`src/rtl/joystick_chain_reader.sv`:
```
// Scans a daisy-chained PISO chain, debounces, applies autofire; joy_o/frame_stb update one edge after the DONE tick.
// No backpressure: progress is paced by ce alone, and ce low freezes every state element.
module joystick_chain_reader #(
  parameter int CHANNELS = 2,
  parameter int BITS = 8,
  parameter int GAP = 64,
  parameter int DEBOUNCE = 2,
  parameter logic [BITS-1:0] AF_MASK = BITS'(8'h30),
  parameter int AF_FRAMES = 4
) (
  input  logic                     clk_sys,
  input  logic                     reset,
  input  logic                     ce,
  input  logic [CHANNELS-1:0]      af_en,
  output logic                     joyLd,
  output logic                     joyCk,
  input  logic                     joyD,
  output logic [CHANNELS*BITS-1:0] joy_o,
  output logic                     frame_stb
);

  localparam int N   = CHANNELS * BITS;
  localparam int KW  = (N > 1) ? $clog2(N) : 1;
  localparam int GW  = (GAP > 1) ? $clog2(GAP + 1) : 1;
  localparam int AFW = (AF_FRAMES > 1) ? $clog2(AF_FRAMES) : 1;
  localparam int HW  = (DEBOUNCE > 1) ? DEBOUNCE - 1 : 1;

  // One-hot so the pin outputs are single flop taps and cannot glitch.
  typedef enum logic [4:0] {
    IDLE  = 5'b00001,
    LOAD  = 5'b00010,
    CK_LO = 5'b00100,
    CK_HI = 5'b01000,
    DONE  = 5'b10000
  } state_t;

  state_t              state_q, state_d;
  logic [GW-1:0]       gap_q, gap_d;
  logic [KW-1:0]       k_q, k_d;
  logic [N-1:0]        shift_q, shift_d;
  logic [HW-1:0][N-1:0] hist_q, hist_d;
  logic [N-1:0]        deb_q, deb_d;
  logic [AFW-1:0]      af_cnt_q, af_cnt_d;
  logic                phase_q, phase_d;
  logic [N-1:0]        joy_o_q, joy_o_d;
  logic                frame_stb_q, frame_stb_d;

  logic [N-1:0]        raw;
  logic [N-1:0]        all_one;
  logic [N-1:0]        all_zero;
  logic [N-1:0]        af_kill;

  always_ff @(posedge clk_sys) begin
    if (reset) begin
      state_q     <= IDLE;
      gap_q       <= '0;
      k_q         <= '0;
      shift_q     <= '0;
      hist_q      <= '0;
      deb_q       <= '0;
      af_cnt_q    <= '0;
      phase_q     <= 1'b0;
      joy_o_q     <= '0;
      frame_stb_q <= 1'b0;
    end else begin
      state_q     <= state_d;
      gap_q       <= gap_d;
      k_q         <= k_d;
      shift_q     <= shift_d;
      hist_q      <= hist_d;
      deb_q       <= deb_d;
      af_cnt_q    <= af_cnt_d;
      phase_q     <= phase_d;
      joy_o_q     <= joy_o_d;
      frame_stb_q <= frame_stb_d;
    end
  end

  always_comb begin
    state_d = state_q;
    gap_d   = gap_q;
    k_d     = k_q;
    if (ce) begin
      case (state_q)
        IDLE: begin
          if (gap_q == GW'(GAP - 1)) begin
            gap_d   = '0;
            state_d = LOAD;
          end else begin
            gap_d = gap_q + 1'b1;
          end
        end
        LOAD: begin
          k_d     = '0;
          state_d = CK_LO;
        end
        CK_LO: state_d = CK_HI;
        CK_HI: begin
          if (k_q == KW'(N - 1)) begin
            state_d = DONE;
          end else begin
            k_d     = k_q + 1'b1;
            state_d = CK_LO;
          end
        end
        DONE:    state_d = IDLE;
        default: state_d = IDLE;
      endcase
    end
  end

  always_comb begin
    joyLd = ~state_q[1];
    joyCk = ~state_q[2];
  end

  // Autofire suppression uses the phase that was current before this frame's toggle.
  always_comb begin
    af_kill = '0;
    for (int c = 0; c < CHANNELS; c++) begin
      for (int b = 0; b < BITS; b++) begin
        af_kill[c*BITS + b] = af_en[c] & AF_MASK[b] & phase_q;
      end
    end
  end

  always_comb begin
    shift_d     = shift_q;
    hist_d      = hist_q;
    deb_d       = deb_q;
    af_cnt_d    = af_cnt_q;
    phase_d     = phase_q;
    joy_o_d     = joy_o_q;
    frame_stb_d = 1'b0;
    raw         = ~shift_q;
    all_one     = raw;
    all_zero    = ~raw;
    for (int i = 0; i < DEBOUNCE - 1; i++) begin
      all_one  = all_one & hist_q[i];
      all_zero = all_zero & ~hist_q[i];
    end
    if (ce) begin
      if (state_q == CK_LO) begin
        shift_d[KW'(N - 1) - k_q] = joyD;
      end
      if (state_q == DONE) begin
        hist_d[0] = raw;
        for (int i = 1; i < HW; i++) begin
          hist_d[i] = hist_q[i-1];
        end
        deb_d = all_one | (deb_q & ~all_zero);
        if (af_cnt_q == AFW'(AF_FRAMES - 1)) begin
          af_cnt_d = '0;
          phase_d  = ~phase_q;
        end else begin
          af_cnt_d = af_cnt_q + 1'b1;
        end
        joy_o_d     = deb_d & ~af_kill;
        frame_stb_d = 1'b1;
      end
    end
  end

  assign joy_o     = joy_o_q;
  assign frame_stb = frame_stb_q;

endmodule

```
`config.mk`:
```
export PLATFORM = sky130hd
export DESIGN_NAME = joystick_chain_reader
export DESIGN_NICKNAME = d
export VERILOG_FILES = /design/src/rtl/joystick_chain_reader.sv
export SDC_FILE = /design/constraint.sdc
export NUM_CORES = 1
export LEC_CHECK = 0
export BUFFER_PORTS_ARGS = -buffer_cell sky130_fd_sc_hd__buf_2
export CORE_MARGIN = 2
export CORE_UTILIZATION = 30
export DETAILED_ROUTE_END_ITERATION = 16
export SYNTH_ARGS = -nofsm -noshare
export SYNTH_HDL_FRONTEND = slang
export SYNTH_SLANG_ARGS = --single-unit
```
`constraint.sdc`:
```
create_clock -name clk_sys -period 2.2 [get_ports clk_sys]
set_input_delay 0.44 -clock clk_sys [delete_from_list [all_inputs] [get_ports clk_sys]]
set_output_delay 0.44 -clock clk_sys [all_outputs]
set_load 0.01 [all_outputs]
```
# Yosys cells after proc, flatten, opt, wreduce, memory -nomap -nowiden

Cells that the tools add are included.

Eq/ne operators: 10
Add/sub/neg operators: 4
Magnitude comparators: 2
Bitwise operators: 16
Multiplexer cells: 11
Reduce and logical (&&, ||, !) cells: 9

Operator list:

| kind                                                | number |
|---|---|
| bitwise AND 16 bit                                  | 4 |
| NOT 16 bit                                          | 4 |
| case mux 5 bit (4 select lines)                     | 1 |
| bitwise mux 16 bit                                  | 1 |
| NOT 14 -> 16 bit                                    | 1 |
| OR 16 bit                                           | 1 |
| two-way mux 5 bit                                   | 2 |
| case mux 4 bit (2 select lines)                     | 1 |
| AND reduction 2 bit                                 | 4 |
| adder 7 x 1 -> 7 bit, second input constant         | 1 |
| equality test 7 x 6 -> 1 bit, second input constant | 1 |
| two-way mux 7 bit                                   | 1 |
| AND reduction 3 bit                                 | 2 |
| equality test 5 x 1 -> 1 bit, second input constant | 1 |
| equality test 5 x 2 -> 1 bit, second input constant | 1 |
| equality test 5 x 3 -> 1 bit, second input constant | 1 |
| equality test 5 x 4 -> 1 bit, second input constant | 1 |
| equality test 5 bit, second input constant          | 1 |
| < comparator 4 x 5 -> 1 bit, second input constant  | 1 |
| adder 4 x 1 -> 4 bit, second input constant         | 1 |
| demux 1 bit (select 4 bit)                          | 1 |
| equality test 4 bit, second input constant          | 1 |
| >= comparator 4 x 1 -> 1 bit, second input constant | 1 |
| two-way mux 4 bit                                   | 1 |
| other kinds (11)                                    | 17 |

Input port bits: 6
Output and inout port bits: 19
Register bits after elaboration: 84
Logic and storage cells: 62

# Longest topological paths before layout

Gate-level depths: netlist of run 1.

Word-level depth: 7
Mapped depth: 8
Gate-level depth less buffers: 6

# Worst setup path after synthesis of run 1

Ideal clock, no wire load.

Path kind: reg2reg
Start point: reg k_q[0]
End point: reg k_q[2]
Arrival: 1.749 ns
Slack: 0.380 ns
Library setup time: 0.070 ns
Path buffers: 0
Clock period less this slack: 1.820 ns
Cell stages (with the launch flop): 7
Cells stage by stage: dfxtp_1 -> ha_1 -> and3_1 -> nor3b_4 -> o221ai_2 -> or4_1 -> a21oi_1

Longest elaborated chain between the ends: 3
Elaborated cells between the ends (all ways): 6
Those cells by class: 1 x add/sub; 2 x eq/ne; 2 x mux; 1 x reduce/logical

Ends and longest elaborated chain:

| item                                                                          | RTL line | text |
|---|---|---|
| from (decl)                                                                   | 39       | `logic [KW-1:0] k_q, k_d;` |
| from (signal assigned)                                                        | 68       | `k_q <= k_d;` |
| adder 4 x 1 -> 4 bit / equality test 4 bit (equally long branches)            | 102, 99  |  |
| two-way mux 4 bit / inequality test 2 bit (equally long branches)             | -        |  |
| case mux 4 bit (2 select lines) / AND reduction 3 bit (equally long branches) | -        |  |

Several ways; a longest one is shown, not always the timed one. The select of a mux whose other input is x is not followed.
A chain may end at the register's enable or synchronous reset.

# Final worst setup path of run 1

Ends and elaborated chain as after synthesis.

==> metrics.md, run 1 <==
| Metric | Value |
|---|---|
| Outcome | `finished clean` |
| Main combinational cell family by area after synthesis | `simple AND/OR/NAND/NOR gates` |
| Post-Synth Simple-Gate Area | `0.230` |
| Synth top area cells | `dfxtp_1 45%, nor2_1 9.1%, a21oi_1 7.0%` |
| Layout area overhead | `10.1%` |
| Fmax | `0.497 GHz` |
| Area of the multi-input gates | `0.00155 mm^2` |
| Mux share of post-synthesis cell area | `0.0529` |
| Final Non-Filler Cells | `537` |
| Synth Area per Inst | `8.23 um^2` |
| I/O pin count | `25` |
| Post-Place Cells | `522` |
| Htree depth | `3` |
| Height of the die | `108 um` |
| Die width | `108 um` |
| Routed vias/inst | `4.77` |
| RePlAce Congestion | `0.843` |
| Antenna diode count | `0` |
| Post-synth top flop | `dfxtp_1` |
| Min Tclk post-route | `2.01 ns` |
| Critical path arrival | `2.28 ns` |
| Post-route ant nets | `0` |
| Unrepaired setup endpoints after global routing | `false` |
| Number of flops mapped to enable cells by yosys | `0` |
| PD cells | `638 mW/mm^2` |
| Crit share post-route | `0.914` |
| Tightest Pin Transition | `0.542 ns` |
| Ranking of synthesized cells by instance count | `78 x nor2_1, 72 x dfxtp_1, 45 x a21oi_1` |
| Dpl hpwl | `4.32 mm` |
| Largest net degree at the start of global routing | `66` |
| Area share of the largest cell type after synthesis | `0.448` |
| Total GRT Usage | `0.121` |
| Hold Violations, Final | `0` |
| WS Path Type | `reg2reg` |
| Global-route wire length before repair | `10.9 mm` |
| Clk root buf | `clkbuf_8` |
| Total negative slack | `0 ns` |
| Core Box Area | `0.0104 mm^2` |
| DRC | `0` |
| DRT iter0 DRCs | `190` |
| Synth Area in Adders | `0.0233` |
| Leading area contributor after synthesis | `dfxtp_1` |
| Yosys warning count | `0` |
| Layout fillers | `1093` |
| Final Slew Violations | `0` |
| Vias in the first global route | `2354` |
| Post-synthesis cell count | `391` |
| Synth Area in Compound Gates | `0.156` |
| Max Cap Violations | `0` |
| Synth Cell Area | `0.00322 mm^2` |
| CTS sink count | `72` |
| Drt total wl | `6.54 mm` |
| Skew final | `0.0100 ns` |
| Post-cts gate resize count | `0` |
| Initial antenna violation count | `0` |
| Detailed Routing Iterations Pass 1 | `4` |
| Buffer depth of the longest clock path | `2` |
| Most common cell in the netlist | `nor2_1` |
| Vias | `2562` |
| XOR/XNOR share of the synthesized area | `0.0191` |
| Die ar. | `0.0116 mm^2` |
| Worst-path clk slew | `0.07 ns` |
| Initial core utilization | `0.310` |
| Setup crit end kind | `register` |
| CTS tree | `built` |
| Yosys reg bits | `72` |
| Total grt overflow | `0` |
| FP Rows | `37` |
| Startpoint types | `register` |
| Synth async-reset ratio | `0` |
| Setup-failing EPs final | `0` |
| TritonCTS buffer count | `9` |
| Register area share after synthesis | `0.448` |
| Port Buffers | `24` |
| Slew margin rel. | `0.639` |
| Storage element area | `0.00144 mm^2` |
| CP required | `2.47 ns` |
| Clk_lat worst skew | `0.34 ns` |
| Yosys cell types | `38` |
| Leakage | `1.45 nW` |
| Synth Net Count | `403` |
| Peak supply drop | `0.000209 V` |
| Post-CTS Setup Bufs | `0` |
| Cts hold-fix bufs | `0` |
| Nets | `409` |
| Layout cell share with drive strength beyond 1 | `0.125` |
| Crit path max fanout | `7` |
| Min-Delay Path Class | `in2reg` |
| Wire per inst | `12.2 um` |
## worst max-delay path, cell delays in order, from the launching register on
cell	delay, ns
dfxtp_1	0.36
ha_1	0.30
and3_1	0.25
nor3b_4	0.28
o221ai_2	0.18
or4_1	0.42
a21oi_1	0.15
## kinds of logic (layout without fill, tap and decap cells)
group / after synthesis / count (layout)
buffers and inverters: 45 / 55
AOI/OAI and AO/OA: 87 / 87
muxes: 17 / 17
and+or+nand+nor: 157 / 157
DFF: 72 / 72
xor gates and xnor gates: 7 / 7
adders and majority gates: 6 / 6
## sequential cells by signal (all words and copies together) (netlist names)
name / flops
hist_q: 16
gap_q: 7
k_q: 4
phase_q: 1
joy_o: 4
frame_stb: 1
state_q: 5
af_cnt_q: 2
shift_q: 16
deb_q: 16
## layout make-up
cell class | count | area share
inverters | 9 | 0.00954
multi-input cells | 274 | 0.437
flip-flops and latches | 72 | 0.407
well taps | 136 | 0.0480
clock inverters | 3 | 0.00530
clock buffers | 12 | 0.0410
repair buffers | 31 | 0.0523
## where the power goes
part / switching [mW] / total, mW / leakage, nW / internal [mW]
registers: 0.00327 / 1.31 / 0.580 / 1.31
logic: 0.0367 / 0.0504 / 0.780 / 0.0137
clock network: 0.468 / 0.901 / 0.0862 / 0.433
## layout by cell type, fill, tap and decap left out, types with 3 or more instances in the layout
cell type,instances
xor2_1,6
nand4_1,10
nor2_1,78
dfxtp_1,72
nand2_1,30
buf_4,6
a211oi_1,4
o21a_1,10
o21ai_0,20
inv_1,9
and4_1,3
a21oi_1,45
buf_2,24
mux2i_1,17
ha_1,6
nand3_1,18
nor3_1,3
clkbuf_8,10
nor2b_1,3
## worst paths after layout
| kind | startpoint | end | slack [ns] | cells after the start |
|---|---|---|---|---|
| setup / recovery | k_q[0] | k_q[2] | 0.19 | 6 |
| hold / removal | reset | gap_q[3] | 0.41 | 2 |
| setup reg to reg | k_q[0] | k_q[2] | 0.19 | 6 |
| hold reg to reg | joy_o[5] | joy_o[5] | 0.45 | 2 |
## through the flow
| stage | area [um^2] | worst slack [ns] | utilization | hold WS (ns) | power (mW) |
|---|---|---|---|---|---|
| after floorplan | 3220 | 0.380 | - | 0.436 | 1.37 |
| after global placement | 3380 | 0.281 | 0.326 | 0.441 | 1.39 |
| after detailed placement | 3380 | 0.213 | 0.326 | 0.450 | 1.39 |
| after CTS | 3540 | 0.184 | 0.342 | 0.393 | 2.30 |
| after global routing | 3540 | 0.0957 | 0.342 | 0.404 | 2.35 |
| final | 3540 | 0.189 | 0.342 | 0.408 | 2.26 |
## layer usage
metal | up-vias | wire, um | GRT usage
li1 | 1340 | - | -
met1 | 1189 | 3200 | 0.143
met2 | 31 | 3040 | 0.197
met3 | 2 | 252 | 0.0266
met4 | 0 | 58 | 0.0742
met5 | - | 0 | 0
No activity file was read; power rests on OpenSTA's default activity.
==> inputs of run 2 (changes only) <==
--- a/config.mk
+++ b/config.mk
@@ -6,9 +6,11 @@
 export NUM_CORES = 1
 export LEC_CHECK = 0
 export BUFFER_PORTS_ARGS = -buffer_cell sky130_fd_sc_hd__buf_2
+export CAP_MARGIN = 0
 export CORE_MARGIN = 2
 export CORE_UTILIZATION = 30
 export DETAILED_ROUTE_END_ITERATION = 16
+export MAX_ROUTING_LAYER = met4
 export SYNTH_ARGS = -nofsm -noshare
 export SYNTH_HDL_FRONTEND = slang
 export SYNTH_SLANG_ARGS = --single-unit
==> metrics.md, run 2 (same netlist as run 1, synthesis figures left out) <==
| Metric | Value |
|---|---|
| Cts hold-fix bufs | `0` |
| Post-cts gate resize count | `0` |
| Worst setup startpoint | `k_q[0]` |
| Max Cap Violations | `0` |
| Vias | `2583` |
| R2R Path End | `k_q[2]` |
| Wire per inst | `12.1 um` |
| Final Slew Violations | `0` |
| Largest net degree at the start of global routing | `66` |
| Vias in the first global route | `2358` |
| Clock power share | `0.399` |
| Layout area overhead | `10.1%` |
| P_int | `1.75 mW` |
| WS Path Type | `reg2reg` |
| Commonest cells after routing, fill and taps aside | `78 x nor2_1, 72 x dfxtp_1, 45 x a21oi_1` |
| Crit share post-route | `0.913` |
| Sw Share | `0.225` |
| Sequential power share | `0.579` |
| Total Power | `2.26 mW` |
| Nets | `409` |
| Setup-failing EPs final | `0` |
| Hold Violations, Final | `0` |
| Net load switching power | `0.508 mW` |
| PD cells | `638 mW/mm^2` |
| Height of the die | `108 um` |
| Core Box Area | `0.0104 mm^2` |
| Layout fillers | `1093` |
| TritonCTS buffer count | `9` |
| Commonest non-fill, non-tap cell in the layout | `nor2_1` |
| Worst R2R Setup Slack | `0.19 ns` |
| Placed cell area | `0.00338 mm^2` |
| Skew final | `0.0112 ns` |
| Slew margin rel. | `0.635` |
| Setup crit end kind | `register` |
| Routed vias/inst | `4.81` |
| Setup slack after layout | `0.192 ns` |
| Crit path max fanout | `7` |
| Drt total wl | `6.50 mm` |
| Worst r2r src | `k_q[0]` |
| Peak supply drop | `0.000214 V` |
| Post-route cell area | `0.00354 mm^2` |
| Min-Delay Path Class | `in2reg` |
| Clk_lat worst skew | `0.34 ns` |
| Hold path cells | `2` |
| Tightest Pin Transition | `0.547 ns` |
| RePlAce Congestion | `0.856` |
| FP Rows | `37` |
| CTS tree | `built` |
| Pre-CTS setup slack | `0.213 ns` |
| Clk root buf | `clkbuf_8` |
| Die width | `108 um` |
| Worst-path clk slew | `0.07 ns` |
| Leakage | `1.45 nW` |
| Die ar. | `0.0116 mm^2` |
| Detailed Routing Iterations Pass 1 | `4` |
| Initial antenna violation count | `0` |
| Biggest regs | `deb_q x16, hist_q x16, shift_q x16` |
| Startpoint types | `register` |
| Critical path arrival | `2.28 ns` |
| Gate power share | `0.022` |
| DRC | `0` |
| Outcome | `finished clean` |
| CP required | `2.48 ns` |
| Buffer depth of the longest clock path | `2` |
| Post-Place Cells | `522` |
| Port Buffers | `24` |
| Htree depth | `3` |
| Layout cell share with drive strength beyond 1 | `0.125` |
| Antenna diode count | `0` |
| Critical path destination | `k_q[2]` |
| Post-route ant nets | `0` |
| Final Non-Filler Cells | `537` |
| Unrepaired setup endpoints after global routing | `false` |
| Hold Startpoint | `reset` |
| Dpl hpwl | `4.32 mm` |
| Total grt overflow | `0` |
| R2R depth | `6` |
| CTS sink count | `72` |
| Total GRT Usage | `0.124` |
| Total negative slack | `0 ns` |
| Initial core utilization | `0.310` |
| Min Tclk post-route | `2.01 ns` |
| DRT iter0 DRCs | `161` |
| Post-CTS Setup Bufs | `0` |
| Global-route wire length before repair | `10.9 mm` |
| I/O pin count | `25` |
| Fmax | `0.498 GHz` |
-- run 2: cell counts in the layout (fill, tap and decap cells not counted) --
Identical to the previous run, type by type.
-- run 2: critical path, cell delays in order (launching register included) --
cell and delay (ns):
dfxtp_1 0.36, ha_1 0.30, and3_1 0.25, nor3b_4 0.28, o221ai_2 0.18, or4_1 0.42
a21oi_1 0.15
-- run 2: power groups by stage --
stage	sequential (mW)	combinational, mW	clock (mW)
after floorplan	1.34	0.0348	0
after global placement	1.34	0.0496	0
after detailed placement	1.34	0.0513	0
after CTS	1.31	0.0513	0.942
after global routing	1.31	0.0565	0.989
final	1.31	0.0506	0.901
-- run 2: routing by layer --
metal | vias to the layer above | GRT usage | part of all wire
met4 | 0 | 0.0714 | 0.023
li1 | 1335 | - | -
met5 | - | - | 0
met3 | 11 | 0.0272 | 0.045
met1 | 1191 | 0.144 | 0.47
met2 | 46 | 0.198 | 0.46
-- run 2: worst min-delay path by stage --
stage | endpoint | slack (ns)
final | gap_q[3] | 0.40
after global routing | gap_q[2] | 0.40
after CTS | gap_q[0] | 0.39
after detailed placement | joy_o[4] | 0.45
after global placement | joy_o[5] | 0.44
after floorplan | hist_q[13] | 0.44
-- run 2: metrics by stage --
step                utilization  hold WS [ns]
finish                    0.342         0.404
global route              0.342         0.404
CTS                       0.342         0.393
detailed placement        0.326         0.450
global placement          0.326         0.441
floorplan                     -         0.436
-- run 2: area by class of cell --
| cell class | instances | area [um^2] | area share |
|---|---|---|---|
| Clock inverter | 3 | 18.8 | 0.00530 |
| Clock buffer | 12 | 145 | 0.0410 |
| Timing Repair Buffer | 31 | 185 | 0.0523 |
| Sequential cell | 72 | 1440 | 0.407 |
| Multi-Input combinational cell | 274 | 1550 | 0.437 |
| Inverter | 9 | 33.8 | 0.00954 |
| Tap cell | 136 | 170 | 0.0480 |
